File: config.mk
export PLATFORM = sky130hd
export DESIGN_NAME = joybus_poll_ctrl
export DESIGN_NICKNAME = d
export VERILOG_FILES = /design/src/rtl/joybus_poll_ctrl.sv
export SDC_FILE = /design/constraint.sdc
export NUM_CORES = 1
export LEC_CHECK = 0
export ABC_AREA = 1
export BUFFER_PORTS_ARGS = -buffer_cell sky130_fd_sc_hd__buf_4
export CORE_ASPECT_RATIO = 2
export CORE_MARGIN = 5
export CORE_UTILIZATION = 45
export CTS_CLUSTER_SIZE = 20
export DETAILED_ROUTE_END_ITERATION = 7
export GPL_ROUTABILITY_DRIVEN = 0
export PLACE_DENSITY = 0.66
export SYNTH_ARGS = -nofsm -noshare
export SYNTH_HDL_FRONTEND = slang
export SYNTH_SLANG_ARGS = --single-unit
File: constraint.sdc
create_clock -name clk -period 2.4 [get_ports clk]
set_clock_uncertainty 0.15 [all_clocks]
set_input_delay 0 -clock clk [delete_from_list [all_inputs] [get_ports clk]]
set_output_delay 0 -clock clk [all_outputs]
set_load 0.05 [all_outputs]
File: src/rtl/joybus_poll_ctrl.sv
// joybus_poll_ctrl: probes one N64 controller port, then polls it periodically and latches buttons/stick.
// Optional JOYBUS_RETRY_EN: re-issues a timed-out poll once before declaring the controller gone.
module joybus_poll_ctrl #(
    parameter int          POLL_PERIOD   = 200000,
    parameter int          RSP_TIMEOUT   = 25000,
    parameter int          PROBE_BACKOFF = 500000,
    parameter logic [15:0] DEV_ID        = 16'h0500
) (
    input  logic        clk,
    input  logic        rst,
    output logic        cmd_rdy,
    output logic [7:0]  cmd_data,
    input  logic        tx_done,
    input  logic        rx_done,
    input  logic [31:0] rx_data,
    output logic        present,
    output logic [13:0] btn,
    output logic [7:0]  stick_x,
    output logic [7:0]  stick_y,
    output logic        upd,
    output logic        overrun
);
    localparam logic [2:0] PROBE   = 3'd0;
    localparam logic [2:0] P_TX    = 3'd1;
    localparam logic [2:0] P_RX    = 3'd2;
    localparam logic [2:0] BACKOFF = 3'd3;
    localparam logic [2:0] IDLE    = 3'd4;
    localparam logic [2:0] Q_TX    = 3'd5;
    localparam logic [2:0] Q_RX    = 3'd6;
    localparam logic [2:0] UPDATE  = 3'd7;
    // One counter serves both the response timeout and the probe backoff.
    localparam int CMAX = (RSP_TIMEOUT > PROBE_BACKOFF) ? RSP_TIMEOUT : PROBE_BACKOFF;
    localparam int CW   = $clog2(CMAX + 1);
    localparam int PW   = $clog2(POLL_PERIOD);
    logic [2:0]    state;
    logic [CW-1:0] cnt;
    logic [PW-1:0] timer;
    logic          poll_tick;
    logic          rsp_to;
    logic          bo_done;
    logic          id_ok;
    logic          retry_ok;
    assign poll_tick = present && timer == PW'(POLL_PERIOD - 1);
    assign rsp_to    = cnt == CW'(RSP_TIMEOUT - 1);
    assign bo_done   = cnt == CW'(PROBE_BACKOFF - 1);
    assign id_ok     = rx_data[23:8] == DEV_ID;
`ifdef JOYBUS_RETRY_EN
    logic retried;
    assign retry_ok = !retried;
    always_ff @(posedge clk)
        retried <= (rst || state == UPDATE || state == BACKOFF) ? 1'b0 :
                   (state == Q_RX && !rx_done && rsp_to) ? 1'b1 : retried;
`else
    assign retry_ok = 1'b0;
`endif
    always_ff @(posedge clk) begin
        if (rst) begin
            state    <= PROBE;
            cnt      <= '0;
            timer    <= '0;
            cmd_rdy  <= 1'b0;
            cmd_data <= '0;
            present  <= 1'b0;
            btn      <= '0;
            stick_x  <= '0;
            stick_y  <= '0;
            upd      <= 1'b0;
            overrun  <= 1'b0;
        end else begin
            cmd_rdy <= 1'b0;
            upd     <= 1'b0;
            cnt     <= (cnt == CW'(CMAX)) ? cnt : cnt + 1'b1;
            timer   <= (!present || poll_tick) ? '0 : timer + 1'b1;
            if (poll_tick && (state == Q_TX || state == Q_RX || state == UPDATE))
                overrun <= 1'b1;
            case (state)
                PROBE: begin
                    cmd_rdy  <= 1'b1;
                    cmd_data <= 8'h00;
                    state    <= P_TX;
                end
                P_TX: if (tx_done) begin
                    state <= P_RX;
                    cnt   <= '0;
                end
                P_RX: if (rx_done && id_ok) begin
                    present <= 1'b1;
                    state   <= IDLE;
                end else if (rx_done || rsp_to) begin
                    state <= BACKOFF;
                    cnt   <= '0;
                end
                BACKOFF: if (bo_done) state <= PROBE;
                IDLE: if (poll_tick) begin
                    cmd_rdy  <= 1'b1;
                    cmd_data <= 8'h01;
                    state    <= Q_TX;
                end
                Q_TX: if (tx_done) begin
                    state <= Q_RX;
                    cnt   <= '0;
                end
                Q_RX: if (rx_done) begin
                    btn     <= {rx_data[31:24], rx_data[21:16]};
                    stick_x <= rx_data[15:8];
                    stick_y <= rx_data[7:0];
                    upd     <= 1'b1;
                    state   <= UPDATE;
                end else if (rsp_to && retry_ok) begin
                    cmd_rdy  <= 1'b1;
                    cmd_data <= 8'h01;
                    state    <= Q_TX;
                end else if (rsp_to) begin
                    present <= 1'b0;
                    btn     <= '0;
                    stick_x <= '0;
                    stick_y <= '0;
                    state   <= BACKOFF;
                    cnt     <= '0;
                end
                default: state <= IDLE;
            endcase
        end
    end
endmodule

; ---- Yosys cells after proc, flatten, opt, wreduce, memory -nomap -nowiden
; Index checks and enable logic that the tools add are counted.
; Widths: inputs -> output; s select.
[word_totals]
ff_bits = 82
in_bits = 36
output_inout_bits = 42
wordCells = 84
[op_classes]
addsub = 2
eq_ne = 21
n_mux = 30
bitwise_logic = 1
reduce_logical = 19
[op_table]
columns = operator, count
row1 = $mux 19, 6
row2 = $pmux 19 s3, 1
row3 = $eq 19x19->1 const B, 2
row4 = $mux 8, 4
row5 = $mux 14, 2
row6 = $mux 3, 8
row7 = $pmux 3 s7, 1
row8 = $add 19x1->19 const B, 1
row9 = $eq 19x15->1 const B, 1
row10 = $add 18x1->18 const B, 1
row11 = $eq 18x18->1 const B, 1
row12 = $eq 16x11->1 const B, 1
row13 = $pmux 8 s2, 1
row14 = $ne 2x2->1 const B, 7
row15 = $eq 3x3->1 const B, 4
row16 = $eq 3x2->1 const B, 2
row17 = $ne 3x3->1 const B, 2
row18 = $reduce_and 6->1, 1
row19 = $reduce_bool 2->1, 3
row20 = $reduce_or 2->1, 3
row21 = $mux 1, 5
row22 = $logic_or 1x1->1, 4
row23 = $pmux 1 s2, 2
row24 = $reduce_and 2->1, 2
row25 = 6 further kinds, 8

; ---- Logic depth before layout (Yosys ltp)
; Gate-level depths: netlist of run 1.
[depth]
ltp_word = 5
depth_mapped = 12

; ---- Worst setup path after synthesis of run 1
; No wires, ideal clock.
[synth_timing]
kind = reg2reg
start = register cnt[0]
end = register cnt[14]
arrival_ns = 1.449
required_time_ns = 2.131
setup_slack_ns = 0.682
path_stages_with_launch = 12
n_path_buf = 1
period_less_slack_ns = 1.718
cell_sequence = dfxtp_1 ha_1 inv_2 nor2_1 nand2_1 nor2_2 nand3_2 nand3_2 nand4_2 nand2_4 buf_12 nor2_2
[synth_between]
elab_chain_cells = 5
word_cells_on_any_way = 11
cone_classes = add/sub: 1 / eq/ne: 2 / mux: 7 / reduce/logical: 1
[synth_lines]
columns = element, line
row1 = from (decl), 36  ; logic [CW-1:0] cnt;
row2 = from (signal assigned), 72  ; cnt <= (cnt == CW'(CMAX)) ? cnt : cnt + 1'b1;
row3 = "$add 19x1->19, or another cell as far along", 72
row4 = $mux 19 / $logic_or 1x1->1 (equally long branches), "72, 89"
row5 = $mux 19 (on tied branches), "113, 89"
row6 = $mux 19 (on tied branches), "103, 86"
row7 = $pmux 19 s3 (*), 76  ; case (state)
; Mark *: on every way between the ends. The rest lies on a longest branch, timed or not.
; A chain may end at the register's enable or synchronous reset.

; ---- Worst setup path in the final report of run 1
[layout_timing]
start = register cnt[0]
end = register present
[layout_between]
elab_chain_cells = 3
[layout_lines]
columns = element, line
row1 = $eq 19x15->1, 44  ; assign rsp_to = cnt == CW'(RSP_TIMEOUT - 1);
row2 = $ne 2x2->1 (no line), -
row3 = $reduce_and 4->1 (no line), -
row4 = to (signal assigned), 63  ; present <= 1'b0;
row5 = to (signal assigned), 87  ; present <= 1'b1;
row6 = to (signal assigned), 114  ; present <= 1'b0;
row7 = to (decl), 16  ; output logic present,
; No other way between the ends.

==> results.toml, run 1 <==
[outcome]
status = "completed"

[die]
rows = 46
initial_utilization = 0.457
fp.dieW_microns = 73.3
fp.coreArea_sq_mm = 0.00789
die_y_microns = 137
ios = 78
die_area_sq_mm = 0.0100

[route]
routed_wl_mm = 8.97
wl_per_cell_microns = 12.9
drt_first_pass_iters = 4
drcViolationCount = 0
dr.first_iter.drc_count = 208
ant_nets = 0
via_count = 3415
viasPerCell = 4.89

[sta]
tns_ns = 0
finalHoldViolCount = 0
post-route-period-util = 0.892
rsz0062_at_grt = "no"
maxSlewViolCount = 0
timing.hold.ws_ns = 0.0463
max_freq_ghz = 0.467
post-route-min-period_ns = 2.14
finalSetupViolCount = 0

[cells_and_area]
fin_cells = 698
drive_above_1_share = 0.214
fillers = 721
antenna_cells = 0
syn_to_final_growth_pct = 35.5
fin_nets = 642

[critical_path]
crit_buf_inv = 2
end_kind = "flip-flop"
criticalPathCategory = "flip-flop to flip-flop"
cp_cell_sequence = "ha_1 > inv_2 > nor2_1 > nand2_1 > nor2_2 > nand4_1 > o21ai_0 > a21oi_1 > dlygate4sd3_1"
required_ns = 2.47
crit_family = "buffers and inverters"
path_max_fanout = 5
crit_path_max_incr_delay_ns = 0.55
crit_arrival_ns = 2.21
setup.worst_path.start_class = "flip-flop"
crit_path_top_delay_cell = "dlygate4sd3_1"

[clocking]
cts_buffers = 9
clkSinkCount = 75
clkSlewWorstSetupHoldPaths_ns = 0.06
clkLatencyLatePin_ns = 0.33
cts_tree = "done"
cts_root_buf = "clkbuf_16"
cts_resized = 0
clockBufferDepth = 2
ctsHtreeMaxLevel = 3

[global_routing]
gr-total-overflow = 0
grt_pass1_wl_mm = 14.8
grt_usage = 0.188
grt_antenna_before_repair = 0
grt_max_degree = 36
grt_pass1_vias = 3291

[yosys]
synth.yosys.seq_area_share = 0.417
synth_cells = 491
yosysUniqueCellTypes = 33
synth_area_per_cell_sq_um = 7.34
syn_area_sq_mm = 0.00360
ys_warn_count = 0
synth.ff_latch_count = 75

[power_and_ir_drop]
p_int_mw = 2.74
p_seq_frac = 0.358
ir_drop_mv = 0.394
switchingPower_mw = 1.07
combPwrFrac = 0.206
power_density_mw_per_mm2 = 781
clock_power_share = 0.436
swShare = 0.281
p_leak_nw = 2.21

[placed_design]
hpwlAfterDp_mm = 6.56
io_buffers = 70
dp_cells = 650

[flow_run]
maxCapViolCount = 0

[hold_path]
hp-class = "input pin to flip-flop"
[synth_stat cells]
cell      count  area share
nand2_4       1      0.0031
nor3_2        3      0.0083
and2_1        1      0.0017
xor2_1       15       0.036
buf_1         3      0.0031
o21ai_0      13       0.018
conb_1        1      0.0010
nor4_1        3      0.0052
nand2_1     111        0.12
inv_2         7      0.0073
nand4_2       2      0.0069
nor3_4        1      0.0045
dfxtp_1      75        0.42
ha_1          9       0.031
nand4_1      10       0.017
nor2_4        2      0.0063
a21boi_0      1      0.0021
buf_2         6      0.0083
a21oi_1      15       0.021
o311ai_0      1      0.0024
buf_4         7       0.015
and3_1        1      0.0017
buf_12        1      0.0056
or2_2         3      0.0052
o21ai_1       4      0.0056
nand2_2       1      0.0017
inv_1        51       0.053
nand3_2       5       0.014
nor2_2       14       0.024
nor2_1       58       0.060
nor3_1        9       0.013
nand3_1      52       0.072
xnor2_1       5       0.012
[logic make-up (layout without fill, tap and decap cells)]
family                     Yosys count  in the layout  synth area share
and+or+nand+nor                    277            277             0.361
DFF                                 75             75             0.417
buffers and inverters               75            180            0.0920
AOI/OAI and AO/OA                   34             34            0.0490
xor gates and xnor gates            20             20            0.0486
adders and majority gates            9              9            0.0313
other                                1              7           0.00104
[registers in the layout, summed over array words and instances (netlist names)]
| signal | cells |
|---|---|
| btn | 14 |
| state | 3 |
| stick_y | 8 |
| timer | 18 |
| upd | 1 |
| stick_x | 8 |
| cnt | 19 |
| present | 1 |
| cmd_rdy | 1 |
| overrun | 1 |
| cmd_data | 1 |
[worst paths after layout]
kind                  from       end  slack [ns]  depth (start not counted)
hold reg to reg   timer[0]  timer[0]        0.29                          1
setup reg to reg    cnt[0]   present        0.26                          9
setup / recovery    cnt[0]   present        0.26                          9
hold / removal     rx_done    btn[1]        0.05                          5
[cells in the final DEF (no fill, tap or decap), types with 4 or more instances in the layout]
master           n
o21ai_1          4
nand2_1        111
ha_1             9
a21oi_1         15
nand3_1         52
nor3_1           9
clkbuf_16        9
o21ai_0         13
bufinv_16        4
dlygate4sd3_1   32
buf_4           74
xor2_1          15
dfxtp_1         75
nor2_1          58
conb_1           7
inv_2            7
inv_1           51
nand3_2          5
nand4_1         10
nor2_2          14
xnor2_1          5
[through the flow]
stage               instance area, sq um  power, mW  utilization  setup slack [ns]
floorplan                           3620       1.97            -             0.682
CTS                                 4880       3.86        0.619             0.259
global route                        4880       4.01        0.619            0.0731
detailed placement                  4190       2.14        0.531             0.490
global placement                    4190       2.13        0.531             0.556
finish                              4880       3.81        0.619             0.260
[worst reg2reg max path: cells and delay by family, from the launching register on]
| kind | cells | cell delay (ns) |
|---|---|---|
| buf+inv | 2 | 0.60 |
| flops | 1 | 0.38 |
| simple gates | 4 | 0.38 |
| fa+ha+maj | 1 | 0.27 |
| compound gates | 2 | 0.25 |
[timing repair]
item,CTS,global route
setup buffers,0,0
endpoints found under the hold margin,34,0
hold buffers,32,0
[metal layers]
metal / up-vias / part of all wire / global-route usage
met5: - / 0 / 0
met4: 0 / 0.036 / 0.0883
met3: 24 / 0.051 / 0.0419
met2: 75 / 0.55 / 0.343
met1: 1553 / 0.36 / 0.197
li1: 1763 / - / -
[cell type report]
cell class	instances	area, sq um	share of cell area
Tap cell	96	120	0.0246
Timing Repair Buffer	106	876	0.179
Sequential cell	75	1500	0.308
Inverter	58	218	0.0446
Clock inverter	6	136	0.0279
Multi-Input combinational cell	347	1790	0.367
Clock buffer	10	239	0.0489
[power by group through the flow]
| stage | Combinational [mW] | Clock (mW) | Sequential, mW |
|---|---|---|---|
| 2_1_floorplan | 0.508 | 0 | 1.46 |
| 3_3_place_gp | 0.742 | 0 | 1.39 |
| 3_5_place_dp | 0.749 | 0 | 1.39 |
| 4_1_cts | 0.796 | 1.70 | 1.36 |
| 5_1_grt | 0.890 | 1.75 | 1.37 |
| 6_report | 0.786 | 1.66 | 1.36 |
No activity file was read; power rests on OpenSTA's default activity.
==> inputs of run 2 (changes only) <==
- clock period: 2.4 -> 2.28 ns (I/O delays scaled with it)
==> results.toml, run 2 (synthesis gave the netlist of run 1 again) <==
[sta]
rsz0062_at_grt = "no"
max_freq_ghz = 0.474
post-route-min-period_ns = 2.11
finalHoldViolCount = 0
tns_ns = 0
finalSetupViolCount = 0
post-route-period-util = 0.925
maxSlewViolCount = 0
timing.hold.ws_ns = 0.0408

[route]
ant_nets = 0
routed_wl_mm = 8.79
via_count = 3375
dr.first_iter.drc_count = 149
drcViolationCount = 0
viasPerCell = 4.82
wl_per_cell_microns = 12.6
drt_first_pass_iters = 4

[die]
ios = 78
fp.coreArea_sq_mm = 0.00789
die_area_sq_mm = 0.0100
rows = 46
die_y_microns = 137
fp.dieW_microns = 73.3
initial_utilization = 0.457

[critical_path]
required_ns = 2.35
rrSetupSlack_ns = 0.17
crit_arrival_ns = 2.18
path_max_fanout = 5
crit_family = "buffers and inverters"
reg2reg_from = "cnt[0]"
crit_path_top_delay_cell = "dlygate4sd3_1"
end_kind = "flip-flop"
criticalPathCategory = "flip-flop to flip-flop"
setup.worst_path.start_class = "flip-flop"
ff2ff_path_depth = 9
crit_buf_inv = 2
crit_path_max_incr_delay_ns = 0.55
cp_cell_sequence = "ha_4 > inv_2 > nor2_1 > nand2_1 > nor2_2 > nand4_1 > o21ai_0 > a21oi_1 > dlygate4sd3_1"
reg2reg_to = "present"

[power_and_ir_drop]
ir_drop_mv = 0.514
power_mw = 3.71
power_density_mw_per_mm2 = 768
p_leak_nw = 2.18

[cells_and_area]
registers.top_by_ff_count = "cnt"
syn_to_final_growth_pct = 34.3
final_common_cell = "nand2_1"
drive_above_1_share = 0.212
largest_reg_flops = 19
fin_nets = 643
reg_top3 = "cnt: 19 flops, timer: 18 flops, btn: 14 flops"
mostFrequentLayoutCells = "111 x nand2_1, 75 x dfxtp_1, 75 x buf_4, 58 x nor2_1, 52 x nand3_1"

[clocking]
clkSlewWorstSetupHoldPaths_ns = 0.05
cts_tree = "done"
post_cts_buffers = 0
clkSinkCount = 75
clkLatencyLatePin_ns = 0.33
clockBufferDepth = 2
cts_root_buf = "clkbuf_16"
cts_buffers = 9
ctsHtreeMaxLevel = 3

[outcome]
status = "completed"

[global_routing]
grt_pass1_vias = 3240
gr-total-overflow = 0
grt_max_degree = 32
grt_antenna_before_repair = 0
grt_usage = 0.181
grt_pass1_wl_mm = 14.3

[hold_path]
whs_path_depth = 5
hp-start = "rx_done"
hp-class = "input pin to flip-flop"
whs_endpoint = "stick_x[4]"

[placed_design]
hpwlAfterDp_mm = 6.49
io_buffers = 70

[flow_run]
maxCapViolCount = 0
## run 2: worst min-delay path, stage by stage
cell	delay (ns)
buf_4	0.09
nand2_1	0.09
nor2_4	0.09
inv_1	0.09
o21ai_1	0.12
## run 2: cell type report
type / count / area (sq um)
fill: 700 / 3050
timing repair buffer: 107 / 883
inverter: 58 / 218
antenna: 1 / 2.50
clock buffer: 15 / 278
tap: 96 / 120
clock inverter: 1 / 30.0
sequential: 75 / 1500
multi-input combinational: 347 / 1800
## run 2: routing by layer
layer,vias to the layer above,routed length [microns],share of wire,GRT usage
met5,-,0,0,0
met4,0,301,0.034,0.0955
met3,22,478,0.054,0.0441
met2,96,4780,0.54,0.325
met1,1493,3240,0.37,0.188
li1,1764,-,-,-
## run 2: what timing repair did
| action | 4_1_cts | 5_1_grt |
|---|---|---|
| endpoints found under the setup margin | 0 | 1 |
| resized for setup | 0 | 2 |
| hold buffers | 32 | 0 |
| endpoints found under the hold margin | 37 | 0 |
## run 2: per-stage QoR
| step | setup WS [ns] | utilization | instance area, sq um | instances |
|---|---|---|---|---|
| final | 0.171 | 0.613 | 4840 | 700 |
| after global routing | 0.0378 | 0.613 | 4830 | 699 |
| after CTS | 0.106 | 0.612 | 4820 | 699 |
| after detailed placement | 0.359 | 0.532 | 4190 | 651 |
| after global placement | 0.434 | 0.532 | 4190 | 651 |
| after floorplan | 0.562 | - | 3620 | 497 |
## run 2: how the worst max path moves through the flow
stage | start | to | cells after the start | slack [ns]
finish | cnt[0] | present | 9 | 0.17
global route | cnt[0] | present | 9 | 0.04
CTS | cnt[0] | present | 9 | 0.11
detailed placement | cnt[0] | cnt[0] | 10 | 0.36
global placement | cnt[0] | cnt[0] | 10 | 0.43
floorplan | cnt[0] | cnt[14] | 11 | 0.56
## run 2: power breakdown
group          internal, mW  switching, mW
Combinational         0.304          0.527
Sequential             1.38         0.0654
Clock                 0.938          0.501
Total                  2.62           1.09
==> inputs of run 3 (changes only) <==
- BUFFER_PORTS_ARGS: -buffer_cell sky130_fd_sc_hd__buf_4 -> -buffer_cell sky130_fd_sc_hd__buf_2
==> results.toml, run 3 (synthesis gave the netlist of run 1 again) <==
[outcome]
status = "completed"

[clocking]
clockBufferDepth = 2
cts_buffers = 9
cts_root_buf = "clkbuf_16"
cts_tree = "done"
clkLatencyLatePin_ns = 0.33
clkSlewWorstSetupHoldPaths_ns = 0.06
clkSinkCount = 75
ctsHtreeMaxLevel = 3
post_cts_buffers = 0
cts_resized = 0
cts_hold_buf = 31

[critical_path]
end_kind = "flip-flop"
setup.worst_path.start_class = "flip-flop"
path_max_fanout = 19
crit_arrival_ns = 1.97
criticalPathCategory = "flip-flop to flip-flop"
crit_path_max_incr_delay_ns = 0.38
required_ns = 2.34
cp_cell_sequence = "ha_1 > inv_2 > nor2_1 > nand2_1 > nor2_2 > nand3_2 > nand3_2 > nand4_2 > nand2_4 > nor2_1"
crit_path_top_delay_cell = "dfxtp_1"

[die]
rows = 46
initial_utilization = 0.457
die_y_microns = 137
ios = 78
fp.coreArea_sq_mm = 0.00789
fp.dieW_microns = 73.3
die_area_sq_mm = 0.0100

[sta]
finalSetupViolCount = 0
max_freq_ghz = 0.525
rsz0062_at_grt = "no"
timing.hold.ws_ns = 0.0296
post-route-period-util = 0.836
setup_slack_ns = 0.374
maxSlewViolCount = 0
finalHoldViolCount = 0
post-route-min-period_ns = 1.91
tns_ns = 0

[cells_and_area]
mostFrequentLayoutCells = "111 x nand2_1, 75 x dfxtp_1, 70 x buf_2, 58 x nor2_1, 52 x nand3_1"
multi_input_comb_area_sq_mm = 0.00179
final_common_cell = "nand2_1"
largest_reg_flops = 19
syn_to_final_growth_pct = 29.7
fin_nets = 641
drive_above_1_share = 0.215
antenna_cells = 0
seqCellArea_sq_mm = 0.00150
reg_top3 = "cnt: 19 flops, timer: 18 flops, btn: 14 flops"
registers.top_by_ff_count = "cnt"
fillers = 720

[route]
viasPerCell = 4.94
wl_per_cell_microns = 12.9
drcViolationCount = 0
via_count = 3446
drt_first_pass_iters = 4
routed_wl_mm = 9.01
ant_nets = 0
dr.first_iter.drc_count = 176

[global_routing]
grt_antenna_before_repair = 0
gr-total-overflow = 0
grt_pass1_vias = 3327
grt_usage = 0.189
grt_max_degree = 36
grt_pass1_wl_mm = 14.8

[hold_path]
hp-class = "input pin to flip-flop"

[placed_design]
post-place-ws_ns = 0.371
hpwlAfterDp_mm = 6.49
io_buffers = 70

[power_and_ir_drop]
ir_drop_mv = 0.437
p_leak_nw = 2.17
power_density_mw_per_mm2 = 832

[flow_run]
maxCapViolCount = 0
## run 3: layer usage
layer / GRT usage / wire [microns] / up-vias
met1: 0.192 / 3260 / 1576
met2: 0.344 / 4980 / 88
met4: 0.0945 / 327 / 0
met5: 0 / 0 / -
met3: 0.0463 / 441 / 25
li1: - / - / 1757
## run 3: power by group
group / switching [mW] / leakage, nW / internal, mW / total, mW
Sequential: 0.0610 / 0.605 / 1.38 / 1.44
Clock: 0.542 / 0.173 / 1.10 / 1.64
Combinational: 0.535 / 1.39 / 0.271 / 0.806
Total: 1.14 / 2.17 / 2.75 / 3.89
## run 3: path summary, 6_finish.rpt
| path | slack [ns] | depth (start not counted) | end | from |
|---|---|---|---|---|
| setup / recovery | 0.37 | 10 | cnt[1] | cnt[0] |
| hold / removal | 0.03 | 6 | present | rx_data[22] |
| setup reg to reg | 0.37 | 10 | cnt[1] | cnt[0] |
| hold reg to reg | 0.30 | 1 | timer[0] | timer[0] |
## run 3: critical path, delay by kind of cell (launching register included)
family,cells,cell delay (ns)
AND/OR/NAND/NOR,8,0.92
flip-flops,1,0.38
adder cells (fa/ha/maj),1,0.27
buffers and inverters,1,0.05
## run 3: through the flow
step / instances / area (sq um) / total power, mW / util
floorplan: 497 / 3620 / 2.08 / -
global placement: 650 / 4010 / 2.22 / 0.509
detailed placement: 650 / 4010 / 2.23 / 0.509
CTS: 697 / 4670 / 3.93 / 0.593
global route: 697 / 4670 / 4.08 / 0.593
finish: 697 / 4670 / 3.89 / 0.593
## run 3: final cells by class
class / count / area share
tap: 96 / 0.0257
timing repair buffer: 105 / 0.148
clock inverter: 6 / 0.0241
multi-input combinational: 347 / 0.383
inverter: 58 / 0.0466
clock buffer: 10 / 0.0511
sequential: 75 / 0.321
